$ cat config.mk
export PLATFORM = sky130hd
export DESIGN_NAME = qspim_shifter
export DESIGN_NICKNAME = d
export VERILOG_FILES = /design/src/rtl/qspim_pkg.sv /design/src/rtl/qspim_shift_reg.sv /design/src/rtl/qspim_shifter.sv
export SDC_FILE = /design/constraint.sdc
export NUM_CORES = 1
export LEC_CHECK = 0
export CAP_MARGIN = 20
export CELL_PAD_IN_SITES_DETAIL_PLACEMENT = 0
export CELL_PAD_IN_SITES_GLOBAL_PLACEMENT = 1
export CORE_MARGIN = 2
export CORE_UTILIZATION = 40
export DETAILED_ROUTE_END_ITERATION = 6
export PLACE_DENSITY = 0.87
export REMOVE_ABC_BUFFERS = 1
export SLEW_MARGIN = 20
export SYNTH_ARGS = -nofsm -noshare
export SYNTH_HDL_FRONTEND = slang
export SYNTH_SLANG_ARGS = --single-unit
$ cat constraint.sdc
create_clock -name clk -period 9 [get_ports clk]
set_input_delay 0.9 -clock clk [delete_from_list [all_inputs] [get_ports clk]]
set_output_delay 0.9 -clock clk [all_outputs]
set_load 0.05 [all_outputs]
$ cat src/rtl/qspim_pkg.sv
// Shared types and constants for the QSPI master data path.
// Lane mode, direction and shifter FSM state encodings.
package qspim_pkg;

  localparam int QSPIM_WORD_W = 32;
  localparam int QSPIM_LEN_W  = 16;
  localparam int QSPIM_CNT_W  = 6;

  typedef enum logic [1:0] {
    MODE_SINGLE = 2'd0,
    MODE_DUAL   = 2'd1,
    MODE_QUAD   = 2'd2
  } qspim_mode_e;

  typedef enum logic {
    DIR_RX = 1'b0,
    DIR_TX = 1'b1
  } qspim_dir_e;

  typedef enum logic [2:0] {
    ST_IDLE,
    ST_LOAD,
    ST_SHIFT,
    ST_STALL,
    ST_DRAIN
  } qspim_state_e;

  function automatic logic [2:0] lanes_of(qspim_mode_e m);
    case (m)
      MODE_DUAL: return 3'd2;
      MODE_QUAD: return 3'd4;
      default:   return 3'd1;
    endcase
  endfunction

  function automatic logic [3:0] oe_mask(qspim_mode_e m);
    case (m)
      MODE_DUAL: return 4'b0011;
      MODE_QUAD: return 4'b1111;
      default:   return 4'b0001;
    endcase
  endfunction

endpackage

$ cat src/rtl/qspim_shift_reg.sv
// 32-bit lane shift register with parallel load/clear and the per-word bit counter.
// Receive data enters at the LSB, so a partial word is already right-aligned.
module qspim_shift_reg
  import qspim_pkg::*;
(
  input  logic                          clk,
  input  logic                          rstn,
  input  logic                          load_i,
  input  logic [QSPIM_WORD_W-1:0]       load_data_i,
  input  logic                          clear_i,
  input  logic                          shift_out_i,
  input  logic                          shift_in_i,
  input  logic                          count_i,
  input  qspim_mode_e                   mode_i,
  input  logic [3:0]                    sdi_i,
  output logic [QSPIM_WORD_W-1:0]       data_o,
  output logic [3:0]                    lanes_o,
  output logic [QSPIM_CNT_W-1:0]        word_cnt_o,
  output logic                          word_last_o
);

  logic [QSPIM_WORD_W-1:0] sr_q, sr_d;
  logic [QSPIM_CNT_W-1:0]  cnt_q, cnt_d;
  logic [QSPIM_CNT_W-1:0]  step;

  assign step        = {3'b000, lanes_of(mode_i)};
  assign word_last_o = (cnt_q <= step);
  assign word_cnt_o  = cnt_q;
  assign data_o      = sr_q;

  always_comb begin
    case (mode_i)
      MODE_DUAL: lanes_o = {2'b00, sr_q[31:30]};
      MODE_QUAD: lanes_o = sr_q[31:28];
      default:   lanes_o = {3'b000, sr_q[31]};
    endcase
  end

  always_comb begin
    sr_d = sr_q;
    if (clear_i) begin
      sr_d = '0;
    end else if (load_i) begin
      sr_d = load_data_i;
    end else if (shift_out_i) begin
      case (mode_i)
        MODE_DUAL: sr_d = {sr_q[29:0], 2'b00};
        MODE_QUAD: sr_d = {sr_q[27:0], 4'b0000};
        default:   sr_d = {sr_q[30:0], 1'b0};
      endcase
    end else if (shift_in_i) begin
      // Single-lane receive takes MISO from IO1.
      case (mode_i)
        MODE_DUAL: sr_d = {sr_q[29:0], sdi_i[1:0]};
        MODE_QUAD: sr_d = {sr_q[27:0], sdi_i[3:0]};
        default:   sr_d = {sr_q[30:0], sdi_i[1]};
      endcase
    end
  end

  always_comb begin
    cnt_d = cnt_q;
    if (clear_i || load_i) begin
      cnt_d = QSPIM_CNT_W'(QSPIM_WORD_W);
    end else if (count_i) begin
      cnt_d = word_last_o ? '0 : cnt_q - step;
    end
  end

  always_ff @(posedge clk) begin
    sr_q <= sr_d;
  end

  always_ff @(posedge clk or negedge rstn) begin
    if (!rstn) begin
      cnt_q <= QSPIM_CNT_W'(QSPIM_WORD_W);
    end else begin
      cnt_q <= cnt_d;
    end
  end

endmodule

$ cat src/rtl/qspim_shifter.sv
// QSPI master shifter: serialises/deserialises 32-bit words on 1/2/4 lanes and
// gates the SPI clock generator at word boundaries when the stream partner stalls.
module qspim_shifter
  import qspim_pkg::*;
(
  input  logic                    clk,
  input  logic                    rstn,
  input  logic                    start,
  input  logic [1:0]              cfg_mode,
  input  logic                    cfg_dir,
  input  logic [QSPIM_LEN_W-1:0]  cfg_len,
  input  logic                    spi_fall,
  input  logic                    spi_rise,
  input  logic                    spi_clk_idle,
  output logic                    clk_en,
  input  logic [QSPIM_WORD_W-1:0] tx_data,
  input  logic                    tx_valid,
  output logic                    tx_ready,
  output logic [QSPIM_WORD_W-1:0] rx_data,
  output logic                    rx_valid,
  input  logic                    rx_ready,
  input  logic [3:0]              sdi,
  output logic [3:0]              sdo,
  output logic [3:0]              sdo_oe,
  output logic                    busy,
  output logic                    done
);

  qspim_state_e            state_q, state_d;
  qspim_mode_e             mode_q, mode_d;
  qspim_dir_e              dir_q, dir_d;
  logic [QSPIM_LEN_W-1:0]  bit_cnt_q, bit_cnt_d;
  logic                    clk_en_q, clk_en_d;
  logic [3:0]              sdo_q, sdo_d;
  logic [QSPIM_WORD_W-1:0] rx_data_q, rx_data_d;
  logic                    rx_valid_q, rx_valid_d;
  logic                    done_q, done_d;

  logic                    sr_load, sr_clear, sr_shout, sr_shin, sr_count;
  logic [QSPIM_WORD_W-1:0] sr_data;
  logic [3:0]              sr_lanes;
  logic [QSPIM_CNT_W-1:0]  word_cnt;
  logic                    word_last;
  logic                    bit_last;
  logic                    is_tx;

  qspim_shift_reg u_sr (
    .clk         (clk),
    .rstn        (rstn),
    .load_i      (sr_load),
    .load_data_i (tx_data),
    .clear_i     (sr_clear),
    .shift_out_i (sr_shout),
    .shift_in_i  (sr_shin),
    .count_i     (sr_count),
    .mode_i      (mode_q),
    .sdi_i       (sdi),
    .data_o      (sr_data),
    .lanes_o     (sr_lanes),
    .word_cnt_o  (word_cnt),
    .word_last_o (word_last)
  );

  // Saturating compare also terminates an illegal non-multiple length.
  assign bit_last = (bit_cnt_q <= {13'd0, lanes_of(mode_q)});
  assign is_tx    = (dir_q == DIR_TX);

  assign clk_en   = clk_en_q;
  assign sdo      = sdo_q;
  assign rx_data  = rx_data_q;
  assign rx_valid = rx_valid_q;
  assign done     = done_q;
  assign busy     = (state_q != ST_IDLE);
  assign sdo_oe   = (is_tx && (state_q == ST_SHIFT || state_q == ST_STALL)) ? oe_mask(mode_q) : 4'b0000;

  always_comb begin
    state_d    = state_q;
    mode_d     = mode_q;
    dir_d      = dir_q;
    bit_cnt_d  = bit_cnt_q;
    sdo_d      = sdo_q;
    rx_data_d  = rx_data_q;
    rx_valid_d = rx_valid_q;
    done_d     = 1'b0;
    tx_ready   = 1'b0;
    sr_load    = 1'b0;
    sr_clear   = 1'b0;
    sr_shout   = 1'b0;
    sr_shin    = 1'b0;
    sr_count   = 1'b0;

    case (state_q)
      ST_IDLE: begin
        if (start) begin
          mode_d    = (cfg_mode == 2'd3) ? MODE_SINGLE : qspim_mode_e'(cfg_mode);
          dir_d     = qspim_dir_e'(cfg_dir);
          bit_cnt_d = cfg_len;
          sr_clear  = 1'b1;
          state_d   = (cfg_len == '0) ? ST_DRAIN : ST_LOAD;
        end
      end
      ST_LOAD: begin
        if (is_tx) begin
          tx_ready = 1'b1;
          if (tx_valid) begin
            sr_load = 1'b1;
            state_d = ST_SHIFT;
          end
        end else begin
          sr_clear = 1'b1;
          state_d  = ST_SHIFT;
        end
      end
      ST_SHIFT: begin
        if (is_tx && spi_fall) begin
          sdo_d    = sr_lanes;
          sr_shout = 1'b1;
        end
        if (spi_rise) begin
          sr_count  = 1'b1;
          sr_shin   = !is_tx;
          bit_cnt_d = bit_last ? '0 : bit_cnt_q - {13'd0, lanes_of(mode_q)};
          if (bit_last) begin
            state_d = ST_DRAIN;
          end else if (word_last) begin
            state_d = ST_STALL;
          end
        end
      end
      ST_STALL: begin
        if (is_tx) begin
          tx_ready = 1'b1;
          if (tx_valid) begin
            sr_load = 1'b1;
            state_d = ST_SHIFT;
          end
        end else if (!rx_valid_q) begin
          rx_data_d  = sr_data;
          rx_valid_d = 1'b1;
        end else if (rx_ready) begin
          rx_valid_d = 1'b0;
          sr_clear   = 1'b1;
          state_d    = ST_SHIFT;
        end
      end
      ST_DRAIN: begin
        // A receive tail is flushed before waiting for the clock to park.
        if (!is_tx && word_cnt != QSPIM_CNT_W'(QSPIM_WORD_W)) begin
          if (!rx_valid_q) begin
            rx_data_d  = sr_data;
            rx_valid_d = 1'b1;
          end else if (rx_ready) begin
            rx_valid_d = 1'b0;
            sr_clear   = 1'b1;
          end
        end else if (spi_clk_idle) begin
          done_d  = 1'b1;
          state_d = ST_IDLE;
        end
      end
      default: state_d = ST_IDLE;
    endcase

    clk_en_d = (state_d == ST_SHIFT);
  end

  always_ff @(posedge clk or negedge rstn) begin
    if (!rstn) begin
      state_q    <= ST_IDLE;
      mode_q     <= MODE_SINGLE;
      dir_q      <= DIR_RX;
      bit_cnt_q  <= '0;
      clk_en_q   <= 1'b0;
      sdo_q      <= 4'b0000;
      rx_data_q  <= '0;
      rx_valid_q <= 1'b0;
      done_q     <= 1'b0;
    end else begin
      state_q    <= state_d;
      mode_q     <= mode_d;
      dir_q      <= dir_d;
      bit_cnt_q  <= bit_cnt_d;
      clk_en_q   <= clk_en_d;
      sdo_q      <= sdo_d;
      rx_data_q  <= rx_data_d;
      rx_valid_q <= rx_valid_d;
      done_q     <= done_d;
    end
  end

endmodule

Word level (Yosys, flattened, before mapping)
Cells that the tools add are included.
- bits of input ports: 63
- register bits: 99
- word-level logic and storage cells: 108
- output and inout port bits: 45
- order comparisons: 2
- equal/unequal tests: 13
- reductions and logical operators: 18
- $add $sub $neg: 2
- multiplexer cells: 62
- operator list (cell ; number):
    two-way mux 32 bit ; 6
    case mux 32 bit (2 select lines) ; 3
    two-way mux 16 bit ; 3
    two-way mux 3 bit ; 14
    case mux 16 bit (2 select lines) ; 1
    two-way mux 1 bit ; 24
    two-way mux 6 bit ; 3
    <= comparator 16 x 3 -> 1 bit ; 1
    zero test 16 bit ; 1
    case mux 4 bit (2 select lines) ; 2
    subtractor 16 x 3 -> 16 bit ; 1
    case mux 3 bit (5 select lines) ; 1
    == test 3 x 2 -> 1 bit (second input constant) ; 3
    != test 2 bit (second input constant) ; 4
    <= comparator 6 x 3 -> 1 bit ; 1
    != test 6 bit (second input constant) ; 1
    case mux 3 bit (2 select lines) ; 1
    AND reduction 3 bit ; 2
    nonzero test 2 bit ; 3
    nonzero test 3 bit ; 2
    subtractor 6 x 3 -> 6 bit ; 1
    == test 2 bit (second input constant) ; 2
    two-way mux 4 bit ; 1
    case mux 1 bit (4 select lines) ; 1
    other kinds (11) ; 15

Longest topological paths before layout
Gate-level depths: netlist (run 1).
- word-level depth: 8
- gate-level depth with buffers: 13
- depth with buffers taken out: 10

Hierarchy
From an unflattened synthesis (run 1), not the netlist that was laid out.
- cells, all modules: 612
- area, all modules: 5879.4 um^2
- by module, submodules not included (module ; instances ; sequential area each (um^2) ; cells an instance ; area each (um^2)):
    qspim_shifter ; 1 ; 1526.5 ; 281 ; 3241.9
    qspim_shift_reg ; 1 ; 792.0 ; 331 ; 2637.5

Least setup slack after synthesis (run 1)
Ideal clock, no wire load.
- kind: flip-flop to flip-flop
- from: register mode_q[0]
- to: register bit_cnt_q[7]
- setup time: 0.121 ns
- path slack: 6.055 ns
- clock period less this slack: 2.945 ns
- arrival: 2.824 ns
- stages on the path, launching flop included: 14
- data required time: 8.879 ns
- path buffers: 4
- path through: dfrtp_1 inv_1 ha_1 clkbuf_1 clkbuf_1 inv_1 ha_1 clkbuf_1 and3_1 o211ai_1 o21ai_2 buf_2 o21ai_0 a22o_1
- cells in the longest elaborated chain, start to end: 8
- elaborated cells between the ends (all ways): 10
- classes of those cells: 1 x add/sub; 1 x order compare; 2 x eq/ne; 6 x mux
- ends and longest elaborated chain (what ; line ; text):
    from (decl) ; qspim_shifter.sv:30 ; qspim_mode_e mode_q, mode_d;
    from (signal assigned) ; qspim_shifter.sv:180 ; mode_q <= mode_d;
    == test 2 bit or == test 2 x 1 -> 1 bit (tied branches) ; qspim_pkg.sv:29 ; case (m)
    case mux 3 bit (2 select lines) (*) ; qspim_pkg.sv:29 ;
    two-way mux 3 bit ; qspim_shifter.sv:119 ; if (spi_rise) begin
    two-way mux 3 bit ; qspim_shifter.sv:92 ; case (state_q)
    subtractor 16 x 3 -> 16 bit ; qspim_shifter.sv:122 ; bit_cnt_d = bit_last ? '0 : bit_cnt_q - {13'd0, lanes_of(mode_q)};
    two-way mux 16 bit (*) ; qspim_shifter.sv:122 ;
    two-way mux 16 bit (*) ; qspim_shifter.sv:119 ;
    case mux 16 bit (2 select lines) (*) ; qspim_shifter.sv:92 ;
    to (signal assigned) ; qspim_shifter.sv:182 ; bit_cnt_q <= bit_cnt_d;
    to (decl) ; qspim_shifter.sv:32 ; logic [QSPIM_LEN_W-1:0] bit_cnt_q, bit_cnt_d;
Every way passes the cells marked *; elsewhere a longest branch is shown, timed or not. The select of a mux whose other input is x is not followed.
A chain may end at the register's enable or synchronous reset.

Worst setup path after layout (run 1)
- from: register mode_q[0]
- to: register bit_cnt_q[3]
Same word-level chain as after synthesis.

==> results.py, run 1 <==
metrics = {
    "synth": {
        "ys_seq_area_share_pct": 40.71,
        "synth_top_family_by_area": "compound AO/OA/AOI/OAI gates",
        "syn_area_per_cell_sq_um": 9.670,
        "async_reset_ff_share_pct": 67.68,
        "synth_adder_area_share_pct": 2.900,
        "netlist_area_sq_mm": 0.005695,
        "syn_inst": 589,
        "synth_xor_area_share_pct": 0.3076,
        "synth-warning-count": 0,
        "yosys.area_share.simple_pct": 14.74,
        "ys.flop_type": "dfrtp_1",
        "synth_mux_area_share_pct": 12.17,
        "synth_seq_cells": 99,
        "synth_cell_types": 65,
        "synth-edff-count": 0,
        "synth_compound_area_share_pct": 24.03,
    },
    "floorplanning": {
        "dieWidth_um": 123.3,
        "row_count": 43,
        "core_sq_mm": 0.01388,
        "io-pin-count": 108,
        "dieArea_sq_mm": 0.01521,
        "fp.dieH_um": 123.3,
        "initial_utilization_pct": 41.03,
    },
    "critical_path": {
        "cp_data_required_time_ns": 9.24,
        "worstPathCellList": "inv_1 > ha_2 > ha_1 > inv_1 > fa_1 > a21oi_1 > o211ai_1 > o21ai_2 > o21ai_0 > a22o_1",
        "path_class": "reg2reg",
        "crit_top_cell": "inv_1",
        "cp_num_cells": 10,
        "rr_worst_depth": 10,
        "cp.arrival_ns": 4.07,
        "crit_slowest_cell": "ha_2",
        "slowest_delay_ns": 1.02,
        "crit_buf_inv": 2,
        "critPathLaunchType": "flop",
        "cp-end-kind": "flop",
        "path_delay_family": "adder cells",
        "crit_fanout": 69,
    },
    "placed_design": {
        "globalplace.congestion": 0.8874,
        "hpwl_um": 9942,
        "portBuffers": 107,
        "placed_area_sq_mm": 0.006812,
    },
    "run": {
        "cap_violations": 0,
    },
    "sta": {
        "tightest_slew_ns": 1.049,
        "period_minus_slack_ns": 3.832,
        "whs_ns": 0.4890,
        "finalSetupTns_ns": 0,
        "skew_ns": 0.007988,
        "fmax_mhz": 261.0,
        "drv_slew": 0,
        "rsz0062_at_grt": "false",
        "fin_crit_sh_pct": 42.57,
        "final_hold_viol_count": 0,
        "setup_viol": 0,
        "max_slew_margin_pct": 30.05,
    },
    "finish": {
        "nets": 742,
        "final_util_pct": 51.24,
        "layout_common_cells": "106 x clkdlybuf4s50_1, 66 x dfrtp_1, 58 x nand2_1",
        "fillers": 1286,
        "seq_area_sq_mm": 0.002318,
        "drive_gt1_share_pct": 14.14,
        "multi_input_area_sq_mm": 0.003103,
        "final_common_cell": "clkdlybuf4s50_1",
        "areaGrowthSynthToFinish_pct": 24.89,
        "fin_area_sq_mm": 0.007113,
        "diodes": 0,
    },
    "clock_network": {
        "post_cts_buffers": 0,
        "clock-sinks": 99,
        "cts_tree": "done",
        "cts_hold_buf": 0,
        "max-clock-path-buffers": 2,
        "h-tree-depth": 3,
        "path_clk_slew_ns": 0.07,
        "cts_root_buffer": "clkbuf_16",
        "clk_latency_ns": 0.35,
        "cts_inserted_buffers": 9,
        "post_cts_resized": 0,
    },
    "pwr": {
        "power.leakage_nw": 2.787,
        "irDropWorstVdd_uv": 138.5,
        "powerDensity_mw_per_mm2": 371.1,
    },
    "grt": {
        "grt_max_degree": 70,
        "grt_pass1_vias": 4663,
        "grt_pass1_wl_um": 23090,
        "antenna_found_initial": 0,
        "overflow": 0,
        "track_usage_pct": 19.22,
    },
    "hold_path": {
        "hold_path_depth": 2,
        "hp-class": "reg2reg",
    },
    "drt": {
        "remaining_drc_errors": 0,
        "viasPerCell": 5.759,
        "ant_nets": 0,
        "drtIter0Drc": 349,
        "vias": 4907,
        "first_pass_iters": 5,
        "drt_wl_total_um": 14490,
        "wl_per_cell_um": 17.00,
    },
    "outcome": {
        "status": "complete, no violations",
    },
}
==> power breakdown <==
part	switching (mW)	internal [mW]	total (mW)
clock network	0.189	0.197	0.386
logic	0.877	0.581	1.46
registers	0.179	0.617	0.796
total	1.25	1.39	2.64
==> through the flow <==
stage / cells / setup slack, ns / total power, mW
floorplan: 543 / 5.342 / 1.804
global placement: 835 / 5.180 / 2.193
detailed placement: 836 / 5.128 / 2.252
CTS: 852 / 5.174 / 2.644
global route: 852 / 4.861 / 2.811
finish: 852 / 5.168 / 2.640
==> logic make-up (layout without fill, tap and decap cells) <==
| family | after synthesis | after routing |
|---|---|---|
| AO/OA/AOI/OAI | 180 | 180 |
| AND/OR/NAND/NOR | 174 | 174 |
| flip-flops | 99 | 99 |
| multiplexers | 65 | 65 |
| buffers and inverters | 57 | 140 |
| adder cells (fa/ha/maj) | 12 | 12 |
| XOR/XNOR | 2 | 2 |
==> synth_stat cells (4+ instances only) <==
cell type	instances	area (sq um)
nand2_1	59	221.5
dfrtp_1	66	1652
or3_1	5	31.28
nand3_1	7	35.03
clkbuf_1	27	101.4
a22o_1	10	87.58
nor4_1	6	37.54
nor2b_1	10	62.56
o211ai_1	4	30.03
ha_1	10	125.1
mux2_2	33	371.6
a21oi_1	16	80.08
a211oi_1	7	52.55
a32o_1	4	40.04
a22oi_1	32	240.2
dfxtp_1	32	640.6
nor2_1	46	172.7
a211oi_2	24	300.3
nand2b_1	4	25.02
o21ai_0	49	245.2
buf_6	5	56.30
mux2i_1	31	310.3
inv_1	11	41.29
o41ai_1	4	35.03
buf_2	9	45.04
o2bb2ai_1	4	35.03
o31ai_1	4	30.03
nor3_1	15	75.07
==> cell type report <==
| type | count | area share, % |
|---|---|---|
| Multi-Input combinational cell | 433 | 43.62 |
| Clock buffer | 9 | 3.166 |
| Timing Repair Buffer | 113 | 15.90 |
| Inverter | 11 | 0.5805 |
| Tap cell | 180 | 3.166 |
| Sequential cell | 99 | 32.59 |
| Clock inverter | 7 | 0.9675 |
==> flip-flops by register name, indices dropped and copies added, names as in the netlist <==
name	count
bit_cnt_q	16
clk_en	1
dir_q	1
done	1
mode_q	2
rx_data	32
rx_valid	1
sdo	4
state_q	3
u_sr.data_o	32
u_sr.word_cnt_o	6
==> worst min-delay path, stage by stage (launching register included) <==
cell     delay, ns
dfrtp_1       0.35
nand2_1       0.05
o31ai_1       0.06
==> metal layers <==
layer  track usage (%)  share of wire [%]  vias to the layer above
li1                  -                  -                     2347
met1             25.07                 45                     2393
met2             32.69                 49                      154
met3             3.413                5.8                       13
met4             5.327               0.72                        0
met5                 0                  0                        -
==> final timing paths <==
| path | startpoint | endpoint | slack (ns) |
|---|---|---|---|
| max | mode_q[0]$_DFFE_PN0P_ | bit_cnt_q[3]$_DFFE_PN0P_ | 5.17 |
| min | sdo[1]$_DFFE_PN0P_ | sdo[1]$_DFFE_PN0P_ | 0.49 |
| max reg2reg | mode_q[0]$_DFFE_PN0P_ | bit_cnt_q[3]$_DFFE_PN0P_ | 5.17 |
| min reg2reg | sdo[1]$_DFFE_PN0P_ | sdo[1]$_DFFE_PN0P_ | 0.49 |
| max in group asynchronous | rstn | u_sr.word_cnt_o[1]$_DFFE_PN0P_ | 7.68 |
| min in group asynchronous | rstn | rx_data[30]$_DFFE_PN0P_ | 0.77 |
Power figures use the tool's default switching activity.
==> run 2: changes to the inputs <==
Settings changed: CORE_UTILIZATION 40 to 36, PLACE_DENSITY 0.87 to 0.83.
Clock period 9 ns to 3.25 ns, I/O delays scaled along.
==> run 2 against run 1 <==
  * The run now ends with hold timing left
  * Largest power group unchanged
  * Highest routed layer unchanged
  * Clock skew is 0.0021 ns higher
  * Via count increased by 0.20%
  * Sequential share of layout area is 0.42 points lower
  * Largest cell class unchanged
  * Global-route usage decreased by 0.29 points
  * Worst setup slack worse by 4.9 ns
  * Critical endpoint unchanged
  * Register-to-register slack lost 4.9 ns
==> results.py, run 2 (same netlist as run 1, synthesis figures left out) <==
metrics = {
    "sta": {
        "drv_slew": 0,
        "rsz0062_at_grt": "false",
        "tightest_slew_ns": 0.8156,
        "setup_slack_ns": 0.2626,
        "fmax_mhz": 334.7,
        "fin_crit_sh_pct": 91.92,
        "setup_viol": 0,
        "max_slew_margin_pct": 45.44,
        "skew_ns": 0.01007,
        "final_hold_viol_count": 42,
        "period_minus_slack_ns": 2.987,
        "whs_ns": -0.02853,
    },
    "placed_design": {
        "portBuffers": 107,
        "hpwl_um": 10780,
        "post-place-ws_ns": 0.3218,
        "globalplace.congestion": 0.8154,
        "dp_cells": 873,
    },
    "pwr": {
        "pwr-share-comb_pct": 54.6,
        "power.leakage_nw": 2.823,
        "clock_power_share_pct": 15.9,
        "irDropWorstVdd_uv": 416.0,
        "report.power.total_mw": 7.437,
        "internal_power_mw": 4.004,
        "p_sw_share_pct": 46.15,
        "pwr-share-seq_pct": 29.5,
        "powerDensity_mw_per_mm2": 1032,
        "p_sw_mw": 3.432,
    },
    "clock_network": {
        "cts_tree": "done",
        "h-tree-depth": 3,
        "path_clk_slew_ns": 0.07,
        "post_cts_resized": 0,
        "cts_inserted_buffers": 9,
        "cts_hold_buf": 0,
        "clock-sinks": 99,
        "max-clock-path-buffers": 2,
        "cts_root_buffer": "clkbuf_16",
        "clk_latency_ns": 0.36,
        "post_cts_buffers": 0,
    },
    "grt": {
        "track_usage_pct": 18.92,
        "grt_max_degree": 68,
        "antenna_found_initial": 0,
        "grt_pass1_wl_um": 25280,
        "overflow": 0,
        "grt_pass1_vias": 4930,
    },
    "finish": {
        "final_common_cell": "clkdlybuf4s50_1",
        "areaGrowthSynthToFinish_pct": 26.54,
        "drive_gt1_share_pct": 14.45,
        "stdcell_count": 889,
        "nets": 748,
        "fillers": 1477,
        "layout_common_cells": "106 x clkdlybuf4s50_1, 66 x dfrtp_1, 58 x nand2_1",
        "diodes": 0,
    },
    "drt": {
        "wl_per_cell_um": 17.29,
        "first_pass_iters": 5,
        "ant_nets": 0,
        "drtIter0Drc": 465,
        "drt_wl_total_um": 15370,
        "viasPerCell": 5.531,
        "vias": 4917,
        "remaining_drc_errors": 0,
    },
    "floorplanning": {
        "initial_utilization_pct": 37.19,
        "dieWidth_um": 129.8,
        "fp.dieH_um": 129.8,
        "core_sq_mm": 0.01531,
        "io-pin-count": 108,
        "dieArea_sq_mm": 0.01684,
        "row_count": 45,
    },
    "critical_path": {
        "critPathLaunchType": "flop",
        "crit_buf_inv": 2,
        "cp.arrival_ns": 3.23,
        "crit_fanout": 17,
        "cp-end-kind": "flop",
        "ff2ff_setup_slack_ns": 0.26,
        "path_delay_family": "compound AO/OA/AOI/OAI gates",
        "worstPathCellList": "inv_1 > ha_2 > ha_1 > inv_1 > fa_1 > a21oi_1 > o211ai_1 > o21ai_2 > o21ai_0 > a22o_1",
        "path_class": "reg2reg",
        "crit_slowest_cell": "o21ai_2",
        "crit_top_cell": "inv_1",
        "cp_data_required_time_ns": 3.49,
        "slowest_delay_ns": 0.57,
    },
    "hold_path": {
        "hp-class": "in2async",
    },
    "outcome": {
        "violations": "hold timing",
        "status": "complete, but fails checks",
    },
    "run": {
        "cap_violations": 0,
    },
}
[run 2: final timing paths]
| kind | startpoint | endpoint | depth (start not counted) |
|---|---|---|---|
| worst max-delay path | mode_q[0]$_DFFE_PN0P_ | bit_cnt_q[3]$_DFFE_PN0P_ | 10 |
| worst min-delay path | rstn | rx_data[24]$_DFFE_PN0P_ | 1 |
| worst max register to register | mode_q[0]$_DFFE_PN0P_ | bit_cnt_q[3]$_DFFE_PN0P_ | 10 |
| worst min register to register | sdo[2]$_DFFE_PN0P_ | sdo[2]$_DFFE_PN0P_ | 2 |
| max in group asynchronous | rstn | u_sr.word_cnt_o[5]$_DFFE_PN1P_ | 2 |
| min in group clk | sdo[2]$_DFFE_PN0P_ | sdo[2]$_DFFE_PN0P_ | 2 |
[run 2: worst reg2reg max path, cell delays in order, from the launching register on]
cell,delay (ns)
dfrtp_1,0.37
inv_1,0.08
ha_2,0.35
ha_1,0.20
inv_1,0.08
fa_1,0.44
a21oi_1,0.18
o211ai_1,0.16
o21ai_2,0.57
o21ai_0,0.19
a22o_1,0.25
[run 2: metal layers]
| layer | part of all wire (%) | GRT usage, % | routed length [um] |
|---|---|---|---|
| met1 | 45 | 25.06 | 6849 |
| met2 | 48 | 31.38 | 7344 |
| met3 | 5.8 | 3.567 | 894 |
| met4 | 1.8 | 6.009 | 282 |
| met5 | 0 | 0 | 0 |
[run 2: cell type report]
cell class	count	area (sq um)	area share, %
multi-input cells	433	3095	42.95
flip-flops and latches	99	2318	32.17
repair buffers	119	1159	16.08
clock buffers	13	281.5	3.906
well taps	211	264.0	3.663
clock inverters	3	47.55	0.6597
inverters	11	41.29	0.5729
[run 2: power groups by stage]
stage | Clock [mW] | Sequential (mW) | Combinational [mW]
6_report | 1.18 | 2.20 | 4.06
4_1_cts | 1.21 | 2.19 | 4.07
3_5_place_dp | 0 | 2.21 | 4.05
2_1_floorplan | 0 | 2.73 | 2.26
5_1_grt | 1.24 | 2.27 | 4.41
3_3_place_gp | 0 | 2.19 | 3.96
[run 2: per-stage QoR]
| stage | util (%) | setup TNS (ns) | cell area, sq um | hold WS [ns] |
|---|---|---|---|---|
| 6_report | 47.06 | 0 | 7207 | -0.02853 |
| 5_1_grt | 47.06 | 0 | 7207 | 0.01166 |
| 4_1_cts | 47.04 | 0 | 7204 | 0.1942 |
| 3_5_place_dp | 44.89 | 0 | 6875 | 0.4944 |
| 3_3_place_gp | 44.89 | 0 | 6875 | 0.4732 |
| 2_1_floorplan | - | -4.760 | 5444 | 0.02941 |
